--- src/rtl/alu_issue_stage.sv ---
// RV32 decode/issue stage feeding the integer ALU: decodes one instruction per beat
// into an ALU command plus writeback/memory sidebands, behind a 2-entry skid buffer.
module alu_issue_stage #(
    parameter int XLEN = 32
) (
    input  logic            clk,
    input  logic            rst_n,
    input  logic            in_valid,
    output logic            in_ready,
    input  logic [31:0]     in_inst,
    input  logic [XLEN-1:0] in_pc,
    input  logic [XLEN-1:0] in_rs1_data,
    input  logic [XLEN-1:0] in_rs2_data,
    input  logic            flush,
    output logic            out_valid,
    input  logic            out_ready,
    output logic [XLEN-1:0] op_a,
    output logic [XLEN-1:0] op_b,
    output logic [3:0]      alu_control,
    output logic [4:0]      rd,
    output logic            rd_we,
    output logic            is_load,
    output logic            is_store,
    output logic [2:0]      mem_funct3,
    output logic [XLEN-1:0] store_data,
    output logic            illegal,
    output logic [31:0]     illegal_inst
);

    localparam logic [3:0] ALU_ADD = 4'b0000;
    localparam logic [3:0] ALU_SUB = 4'b0001;
    localparam logic [3:0] ALU_MUL = 4'b0010;
    localparam logic [3:0] ALU_DIV = 4'b0011;
    localparam logic [3:0] ALU_AND = 4'b0100;
    localparam logic [3:0] ALU_OR  = 4'b0101;
    localparam logic [3:0] ALU_XOR = 4'b0110;
    localparam logic [3:0] ALU_SLL = 4'b1000;
    localparam logic [3:0] ALU_SRL = 4'b1001;
    localparam logic [3:0] ALU_SRA = 4'b1010;

    localparam logic [6:0] OPC_REG   = 7'b0110011;
    localparam logic [6:0] OPC_IMM   = 7'b0010011;
    localparam logic [6:0] OPC_LOAD  = 7'b0000011;
    localparam logic [6:0] OPC_STORE = 7'b0100011;
    localparam logic [6:0] OPC_LUI   = 7'b0110111;
    localparam logic [6:0] OPC_AUIPC = 7'b0010111;

    typedef struct packed {
        logic [XLEN-1:0] op_a;
        logic [XLEN-1:0] op_b;
        logic [3:0]      alu_control;
        logic [4:0]      rd;
        logic            rd_we;
        logic            is_load;
        logic            is_store;
        logic [2:0]      mem_funct3;
        logic [XLEN-1:0] store_data;
    } cmd_t;

    logic [6:0]  opcode;
    logic [2:0]  funct3;
    logic [6:0]  funct7;
    logic [4:0]  rd_idx;
    logic [31:0] imm_i;
    logic [31:0] imm_s;
    logic [31:0] imm_u;
    logic [31:0] shamt;

    assign opcode = in_inst[6:0];
    assign funct3 = in_inst[14:12];
    assign funct7 = in_inst[31:25];
    assign rd_idx = in_inst[11:7];
    assign imm_i  = {{20{in_inst[31]}}, in_inst[31:20]};
    assign imm_s  = {{20{in_inst[31]}}, in_inst[31:25], in_inst[11:7]};
    assign imm_u  = {in_inst[31:12], 12'b0};
    assign shamt  = {27'b0, in_inst[24:20]};

    cmd_t dec;
    logic dec_legal;

    always_comb begin
        // NOTE: every output of this block gets a default first so no path can infer a latch.
        dec       = '0;
        dec_legal = 1'b0;
        case (opcode)
            OPC_REG: begin
                dec.op_a  = in_rs1_data;
                dec.op_b  = in_rs2_data;
                dec_legal = 1'b1;
                case ({funct7, funct3})
                    10'b0000000_000: dec.alu_control = ALU_ADD;
                    10'b0000000_001: dec.alu_control = ALU_SLL;
                    10'b0000000_100: dec.alu_control = ALU_XOR;
                    10'b0000000_101: dec.alu_control = ALU_SRL;
                    10'b0000000_110: dec.alu_control = ALU_OR;
                    10'b0000000_111: dec.alu_control = ALU_AND;
                    10'b0100000_000: dec.alu_control = ALU_SUB;
                    10'b0100000_101: dec.alu_control = ALU_SRA;
                    10'b0000001_000: dec.alu_control = ALU_MUL;
                    10'b0000001_100: dec.alu_control = ALU_DIV;
                    default:         dec_legal       = 1'b0;
                endcase
            end
            OPC_IMM: begin
                dec.op_a  = in_rs1_data;
                dec.op_b  = imm_i;
                dec_legal = 1'b1;
                case (funct3)
                    3'b000: dec.alu_control = ALU_ADD;
                    3'b100: dec.alu_control = ALU_XOR;
                    3'b110: dec.alu_control = ALU_OR;
                    3'b111: dec.alu_control = ALU_AND;
                    3'b001: begin
                        dec.alu_control = ALU_SLL;
                        dec.op_b        = shamt;
                        dec_legal       = (funct7 == 7'b0000000);
                    end
                    3'b101: begin
                        dec.op_b = shamt;
                        if (funct7 == 7'b0000000)
                            dec.alu_control = ALU_SRL;
                        else if (funct7 == 7'b0100000)
                            dec.alu_control = ALU_SRA;
                        else
                            dec_legal = 1'b0;
                    end
                    default: dec_legal = 1'b0;
                endcase
            end
            OPC_LOAD: begin
                dec.op_a       = in_rs1_data;
                dec.op_b       = imm_i;
                dec.is_load    = 1'b1;
                dec.mem_funct3 = funct3;
                dec_legal      = (funct3 != 3'b011) && (funct3 != 3'b110) && (funct3 != 3'b111);
            end
            OPC_STORE: begin
                dec.op_a       = in_rs1_data;
                dec.op_b       = imm_s;
                dec.is_store   = 1'b1;
                dec.mem_funct3 = funct3;
                dec.store_data = in_rs2_data;
                dec_legal      = (funct3 == 3'b000) || (funct3 == 3'b001) || (funct3 == 3'b010);
            end
            OPC_LUI: begin
                dec.op_b  = imm_u;
                dec_legal = 1'b1;
            end
            OPC_AUIPC: begin
                dec.op_a  = in_pc;
                dec.op_b  = imm_u;
                dec_legal = 1'b1;
            end
            default: dec_legal = 1'b0;
        endcase
        dec.rd_we = dec_legal && !dec.is_store && (rd_idx != 5'd0);
        dec.rd    = dec.rd_we ? rd_idx : 5'd0;
    end

    cmd_t main_q;
    cmd_t skid_q;
    logic main_valid;
    logic skid_valid;
    logic accept;
    logic take;

    assign in_ready = !skid_valid;
    assign accept   = in_valid && in_ready && !flush;
    assign take     = accept && dec_legal;

    always_ff @(posedge clk) begin
        if (!rst_n) begin
            // NOTE: the payload registers are reset too so every sideband reads 0 out of reset.
            main_valid   <= 1'b0;
            skid_valid   <= 1'b0;
            main_q       <= '0;
            skid_q       <= '0;
            illegal      <= 1'b0;
            illegal_inst <= '0;
        end else if (flush) begin
            main_valid <= 1'b0;
            skid_valid <= 1'b0;
            illegal    <= 1'b0;
        end else begin
            illegal <= accept && !dec_legal;
            if (accept && !dec_legal)
                illegal_inst <= in_inst;

            // A full skid blocks input, so it only ever needs to refill main.
            if (skid_valid) begin
                if (out_ready) begin
                    main_q     <= skid_q;
                    skid_valid <= 1'b0;
                end
            end else if (take) begin
                if (!main_valid || out_ready) begin
                    main_q     <= dec;
                    main_valid <= 1'b1;
                end else begin
                    skid_q     <= dec;
                    skid_valid <= 1'b1;
                end
            end else if (out_ready) begin
                main_valid <= 1'b0;
            end
        end
    end

    assign out_valid   = main_valid;
    assign op_a        = main_q.op_a;
    assign op_b        = main_q.op_b;
    assign alu_control = main_q.alu_control;
    assign rd          = main_q.rd;
    assign rd_we       = main_q.rd_we;
    assign is_load     = main_q.is_load;
    assign is_store    = main_q.is_store;
    assign mem_funct3  = main_q.mem_funct3;
    assign store_data  = main_q.store_data;

endmodule

--- config.mk ---
export PLATFORM = sky130hd
export DESIGN_NAME = alu_issue_stage
export DESIGN_NICKNAME = d
export VERILOG_FILES = /design/src/rtl/alu_issue_stage.sv
export SDC_FILE = /design/constraint.sdc
export NUM_CORES = 1
export LEC_CHECK = 0
export BUFFER_PORTS_ARGS = -buffer_cell sky130_fd_sc_hd__buf_2
export CORE_MARGIN = 1.5
export CORE_UTILIZATION = 54
export DETAILED_ROUTE_END_ITERATION = 10
export PLACE_DENSITY = 0.86
export SLEW_MARGIN = 10
export SYNTH_ARGS = -nofsm -noshare
export SYNTH_HDL_FRONTEND = slang
export SYNTH_SLANG_ARGS = --single-unit
--- constraint.sdc ---
create_clock -name clk -period 3.72 [get_ports clk]
set_input_delay 0.744 -clock clk [delete_from_list [all_inputs] [get_ports clk]]
set_output_delay 0.744 -clock clk [all_outputs]
set_load 0.05 [all_outputs]
==> results of run 1 <==
worst max path at each step:
stage	from	endpoint	slack (ns)	depth (start not counted)
after floorplan	in_inst[12]	op_a[0]	0.83	9
after global placement	in_inst[12]	op_b[29]	0.22	8
after detailed placement	in_inst[12]	op_a[18]	0.13	8
after CTS	in_inst[12]	op_a[18]	0.69	8
after global routing	in_inst[12]	op_a[18]	0.51	8
final	in_inst[12]	op_b[28]	0.65	8
registers in the layout, indices dropped and copies added (netlist names):
name / flops
out_valid: 1
illegal_inst: 32
skid_q: 111
is_store: 1
alu_control: 4
op_a: 32
illegal: 1
skid_valid: 1
rd: 5
op_b: 32
is_load: 1
rd_we: 1
mem_funct3: 3
store_data: 32
cells in the final DEF (no fill, tap or decap), types with 4 or more instances in the layout:
| cell | n |
|---|---|
| buf_2 | 278 |
| dfxtp_1 | 256 |
| a21oi_1 | 183 |
| nand2_1 | 151 |
| nor2_1 | 147 |
| a221oi_1 | 90 |
| nand3_1 | 89 |
| nor3_1 | 77 |
| a211oi_1 | 62 |
| o21ai_0 | 43 |
| and2_1 | 40 |
| buf_4 | 38 |
| and3_1 | 36 |
| o22a_1 | 32 |
| clkbuf_16 | 29 |
| a211o_1 | 20 |
| mux2i_1 | 11 |
| a31oi_1 | 10 |
| o31ai_1 | 9 |
| clkbuf_8 | 9 |
| inv_1 | 6 |
| a41oi_1 | 6 |
| a222oi_1 | 6 |
| buf_12 | 6 |
| nand4_1 | 5 |
| a32o_1 | 5 |
| a311oi_1 | 5 |
| clkbuf_1 | 5 |
| or4_1 | 4 |
| nor2b_1 | 4 |
| o211ai_1 | 4 |
through the flow:
stage	total power, mW	hold WS [ns]	util, %	setup slack, ns
finish	6.026	0.4529	66.52	0.6513
global route	6.180	0.4589	66.52	0.5116
CTS	6.028	0.4529	66.51	0.6869
detailed placement	3.287	0.4465	62.28	0.1253
global placement	3.280	0.4372	62.28	0.2213
floorplan	3.076	0.4287	-	0.8295
per-layer routing:
layer  up-vias  part of all wire (%)  GRT usage, %
met3       143                    11         6.058
met5         -                     0             0
met2       858                    45         50.83
met1      6055                    39         43.82
met4         0                   4.5         14.42
li1       5953                     -             -
cell families after synthesis:
| logic type | Yosys count | synth area share, % |
|---|---|---|
| flip-flops | 257 | 42.81 |
| AO/OA/AOI/OAI | 497 | 28.45 |
| buffers and inverters | 165 | 5.538 |
| AND/OR/NAND/NOR | 576 | 22.29 |
| multiplexers | 11 | 0.9161 |
final cells by class:
type | count | area [um^2]
antenna | 1 | 2.502
clock buffer | 43 | 868.3
clock inverter | 5 | 55.05
fill | 1787 | 7307
inverter | 8 | 35.03
multi-input combinational | 1084 | 6260
sequential | 257 | 5149
tap | 280 | 350.3
timing repair buffer | 322 | 1797
worst max-delay path, stage by stage:
cell	delay (ns)
buf_2	0.10
or4_1	0.62
nand3_1	0.19
and4b_1	0.32
o41ai_4	0.88
buf_4	0.40
a211o_1	0.14
a21oi_1	0.06
where the power goes:
part / total [mW] / internal, mW / switching (mW)
clock: 2.79 / 1.66 / 1.13
sequential: 2.79 / 2.77 / 0.0119
combinational: 0.455 / 0.126 / 0.329
total: 6.03 / 4.56 / 1.47
==> summary.txt, run 1 <==
STA
  • # setup viols final: 0
  • RSZ-0062 raised after global routing: no
  • Max_slew headroom: 26.48%
  • Crit share post-route: 82.49%
  • Fmax achieved: 325.9 MHz
  • Worst Tran Pin Value: 1.097 ns
  • Worst Clk Skew: 0.009719 ns
  • Max-slew violations: 0
  • Final setup TNS: 0 ns
  • Final count of hold timing violations: 0
  • Min Tclk post-route: 3.069 ns

Synthesis
  • FF+latch count, synth: 257
  • Mapped Area: 12020 um^2
  • Seq/Total Area, Yosys: 42.81%
  • Synth warn: 0
  • Cells after synthesis: 1506
  • Post-synth EDFFs: 0
  • Synthesized area per cell: 7.981 um^2
  • Syn nets: 1639
  • Top cell type's share of synthesized area: 42.81%
  • Primary FF master, synth: dfxtp_1
  • Top-count cell post-synth: dfxtp_1
  • Synth top area cells: dfxtp_1, a21oi_1, a221oi_1
  • Number of library cell types mapped by synthesis: 54
  • Asr flop ratio synth: 0%
  • Commonest cells post-synth: dfxtp_1, a21oi_1, nand2_1
  • Yosys top cell by area: dfxtp_1

Drt
  • Via count: 13010
  • Via density: 6.505
  • Post-Route WL: 39.66 mm
  • Post-route ant nets: 0
  • Drt first pass iters: 7
  • Routed len/inst: 19.83 um
  • DRC Markers: 0
  • Iteration-0 DRC count of the detailed router: 1305

Finish
  • Fraction of layout cells with a size suffix above 1: 22.34%
  • Fin cells: 2000
  • Area growth syn-to-layout: 20.78%
  • Design area: 14520 um^2
  • Nets: 1834

Clock tree
  • Clock Path Buffers: 3
  • Cts hold-fix bufs: 0
  • Root cell of the clock tree: clkbuf_16
  • TritonCTS Buffers: 28
  • Clock sink count: 257
  • CTS tree: yes
  • Post-CTS resize count: 0
  • Clock transition at path regs: 0.06 ns
  • Clock latency on the worst-skew pair: 0.54 ns
  • Setup Fix Bufs, Post-CTS: 0
  • H-tree depth: 1

Pwr
  • Pwr per Cell Area: 415.1 nW/um^2
  • Peak supply drop: 381.7 uV
  • Leak: 5.614 nW

GRT
  • Vias in the first global route: 11920
  • Largest net degree at the start of global routing: 93
  • Total gr overflow: 0
  • Global-route wire length before repair: 62.85 mm
  • Initial antenna violation count: 1
  • GRT Total Usage: 32.49%

Place
  • Post-placement cell area: 13590 um^2
  • Inst Count DP: 1951
  • Final HPWL DP: 25.69 mm
  • Port bufs: 278
  • Routability cong.: 0.9576

Setup path
  • Flop-to-flop setup slack: 1.10 ns
  • Worst R2R Start: skid_valid
  • WP data required: 4.12 ns
  • Worst-path fanout max: 22
  • Worst r2r dst: skid_q[47]
  • Worst Setup End Kind: register
  • CP Class: primary input to register
  • CP Launch Type: primary input
  • Depth of the worst register-to-register path: 7
  • Crit path arrival time: 3.47 ns

Worst hold path
  • Min-delay worst type: register to register
  • Hold Path Cell Cnt: 2
  • HP Start: skid_q[45]
  • Hold worst-path end: skid_q[45]

Floorplan
  • Die Width: 152.2 um
  • CORE AREA: 21820 um^2
  • # IOs: 279
  • Placement Rows: 54
  • Die area: 23160 um^2
  • Die Ht: 152.2 um
  • Starting density of the core: 55.07%

Run status
  • Outcome: finished, final reports clean

Job
  • Max-cap violations: 0
Power figures use the tool's default switching activity.
==> run 2: changes to the inputs <==
CORE_UTILIZATION = 49   (was 54)
PLACE_DENSITY = 0.83   (was 0.86)
clock period = 2.6 ns   (was 3.72 ns; I/O delays follow)
==> summary.txt, run 2 (synthesized netlist as in run 1, its figures left out) <==
Finish
  • Fraction of layout cells with a size suffix above 1: 25.47%
  • Inserted Diodes: 0
  • Post-layout util: 63.83%
  • Max reg flops: 111
  • Nets: 1902
  • Commonest non-fill, non-tap cell in the layout: buf_2
  • Design area: 15430 um^2
  • Reg with most FFs: skid_q
  • Area growth syn-to-layout: 28.39%
  • Highest-count cells in the layout ignoring fill and taps: buf_2, dfxtp_1, a21oi_1

Drt
  • Iteration-0 DRC count of the detailed router: 1387
  • Via density: 6.206
  • Via count: 13120
  • Post-route ant nets: 0
  • DRC Markers: 0
  • Routed len/inst: 19.49 um
  • Post-Route WL: 41.20 mm
  • Drt first pass iters: 6

STA
  • Min Tclk post-route: 2.517 ns
  • Final Hold Slack: 0.2378 ns
  • Fmax achieved: 397.3 MHz
  • Worst Clk Skew: 0.01362 ns
  • Max-slew violations: 0
  • # setup viols final: 0
  • Final count of hold timing violations: 0
  • Crit share post-route: 96.80%
  • Max_slew headroom: 51.00%
  • RSZ-0062 raised after global routing: no
  • Worst Tran Pin Value: 0.7350 ns

Run status
  • Outcome: finished, final reports clean

Setup path
  • Worst-path fanout max: 91
  • Crit path arrival time: 2.00 ns
  • CP Launch Type: register
  • WP data required: 2.08 ns
  • CP Class: register to output port
  • Flop-to-flop setup slack: 0.35 ns
  • Worst Setup End Kind: output port

GRT
  • Largest net degree at the start of global routing: 92
  • Global-route wire length before repair: 64.76 mm
  • Vias in the first global route: 12210
  • Total gr overflow: 0
  • GRT Total Usage: 30.94%
  • Initial antenna violation count: 1

Place
  • Post-placement cell area: 14470 um^2
  • Port bufs: 278
  • Routability cong.: 0.8673
  • Final HPWL DP: 27.96 mm

Floorplan
  • Die area: 25480 um^2
  • CORE AREA: 24180 um^2
  • Starting density of the core: 49.71%
  • # IOs: 279
  • Die Ht: 159.6 um
  • Placement Rows: 57
  • Die Width: 159.6 um

Pwr
  • Leak: 6.073 nW
  • Peak supply drop: 380.9 uV
  • Design Power: 8.851 mW
  • Pwr per Cell Area: 573.6 nW/um^2

Clock tree
  • Root cell of the clock tree: clkbuf_16
  • TritonCTS Buffers: 27
  • CTS tree: yes
  • Setup Fix Bufs, Post-CTS: 0
  • Cts hold-fix bufs: 0
  • Clock Path Buffers: 3
  • Post-CTS resize count: 0
  • H-tree depth: 1
  • Clock latency on the worst-skew pair: 0.54 ns
  • Clock sink count: 257
  • Clock transition at path regs: 0.06 ns

Worst hold path
  • Min-delay worst type: primary input to register

Job
  • Max-cap violations: 0
run 2: cell count changes in the layout (fill, tap and decap cells not counted), moves of 2 or more:
cell       before  now
bufinv_16       1    5
clkbuf_8        9    4
clkinv_2        2    5
buf_4          38   83
clkbuf_16      29   27
buf_12          6   30
run 2: through the flow:
| stage | setup TNS, ns | std cells | setup WS, ns |
|---|---|---|---|
| floorplan | -0.2585 | 1506 | -0.01151 |
| finish | 0 | 2114 | 0.08310 |
| detailed placement | -55.32 | 2064 | -0.3321 |
| global route | 0 | 2114 | 0.01740 |
| CTS | 0 | 2114 | 0.07192 |
| global placement | -37.40 | 2064 | -0.2798 |
run 2: worst paths after layout:
path                           to       start  cells after the start
setup / recovery         in_ready  skid_valid                      4
hold / removal    illegal_inst[6]  in_inst[6]                      3
setup reg to reg       skid_q[62]  skid_valid                      9
hold reg to reg          op_b[30]    op_b[30]                      2
run 2: routing by layer:
metal | wire (um) | vias up | GRT usage [%]
met5 | 13 | - | 0
met4 | 1690 | 2 | 13.46
met3 | 3904 | 119 | 6.000
met2 | 18720 | 730 | 48.91
met1 | 16870 | 6165 | 41.19
li1 | - | 6104 | -
run 2: cell type report:
| class | count | area (um^2) |
|---|---|---|
| fill | 1996 | 8746 |
| multi-input combinational | 1084 | 6267 |
| sequential | 257 | 5149 |
| timing repair buffer | 391 | 2615 |
| clock buffer | 35 | 745.7 |
| tap | 324 | 405.4 |
| clock inverter | 15 | 214.0 |
| inverter | 8 | 35.03 |
run 2: power breakdown:
| group | switching (mW) | leakage [nW] | internal [mW] | total, mW |
|---|---|---|---|---|
| Clock | 1.65 | 0.470 | 2.52 | 4.17 |
| Sequential | 0.0167 | 2.07 | 3.97 | 3.98 |
| Combinational | 0.482 | 3.53 | 0.211 | 0.693 |
| Total | 2.15 | 6.07 | 6.70 | 8.85 |
run 2: worst max-delay path: stages (launching register included):
cell	delay (ns)
dfxtp_4	0.35
buf_4	0.26
inv_2	0.16
buf_12	0.32
buf_2	0.34
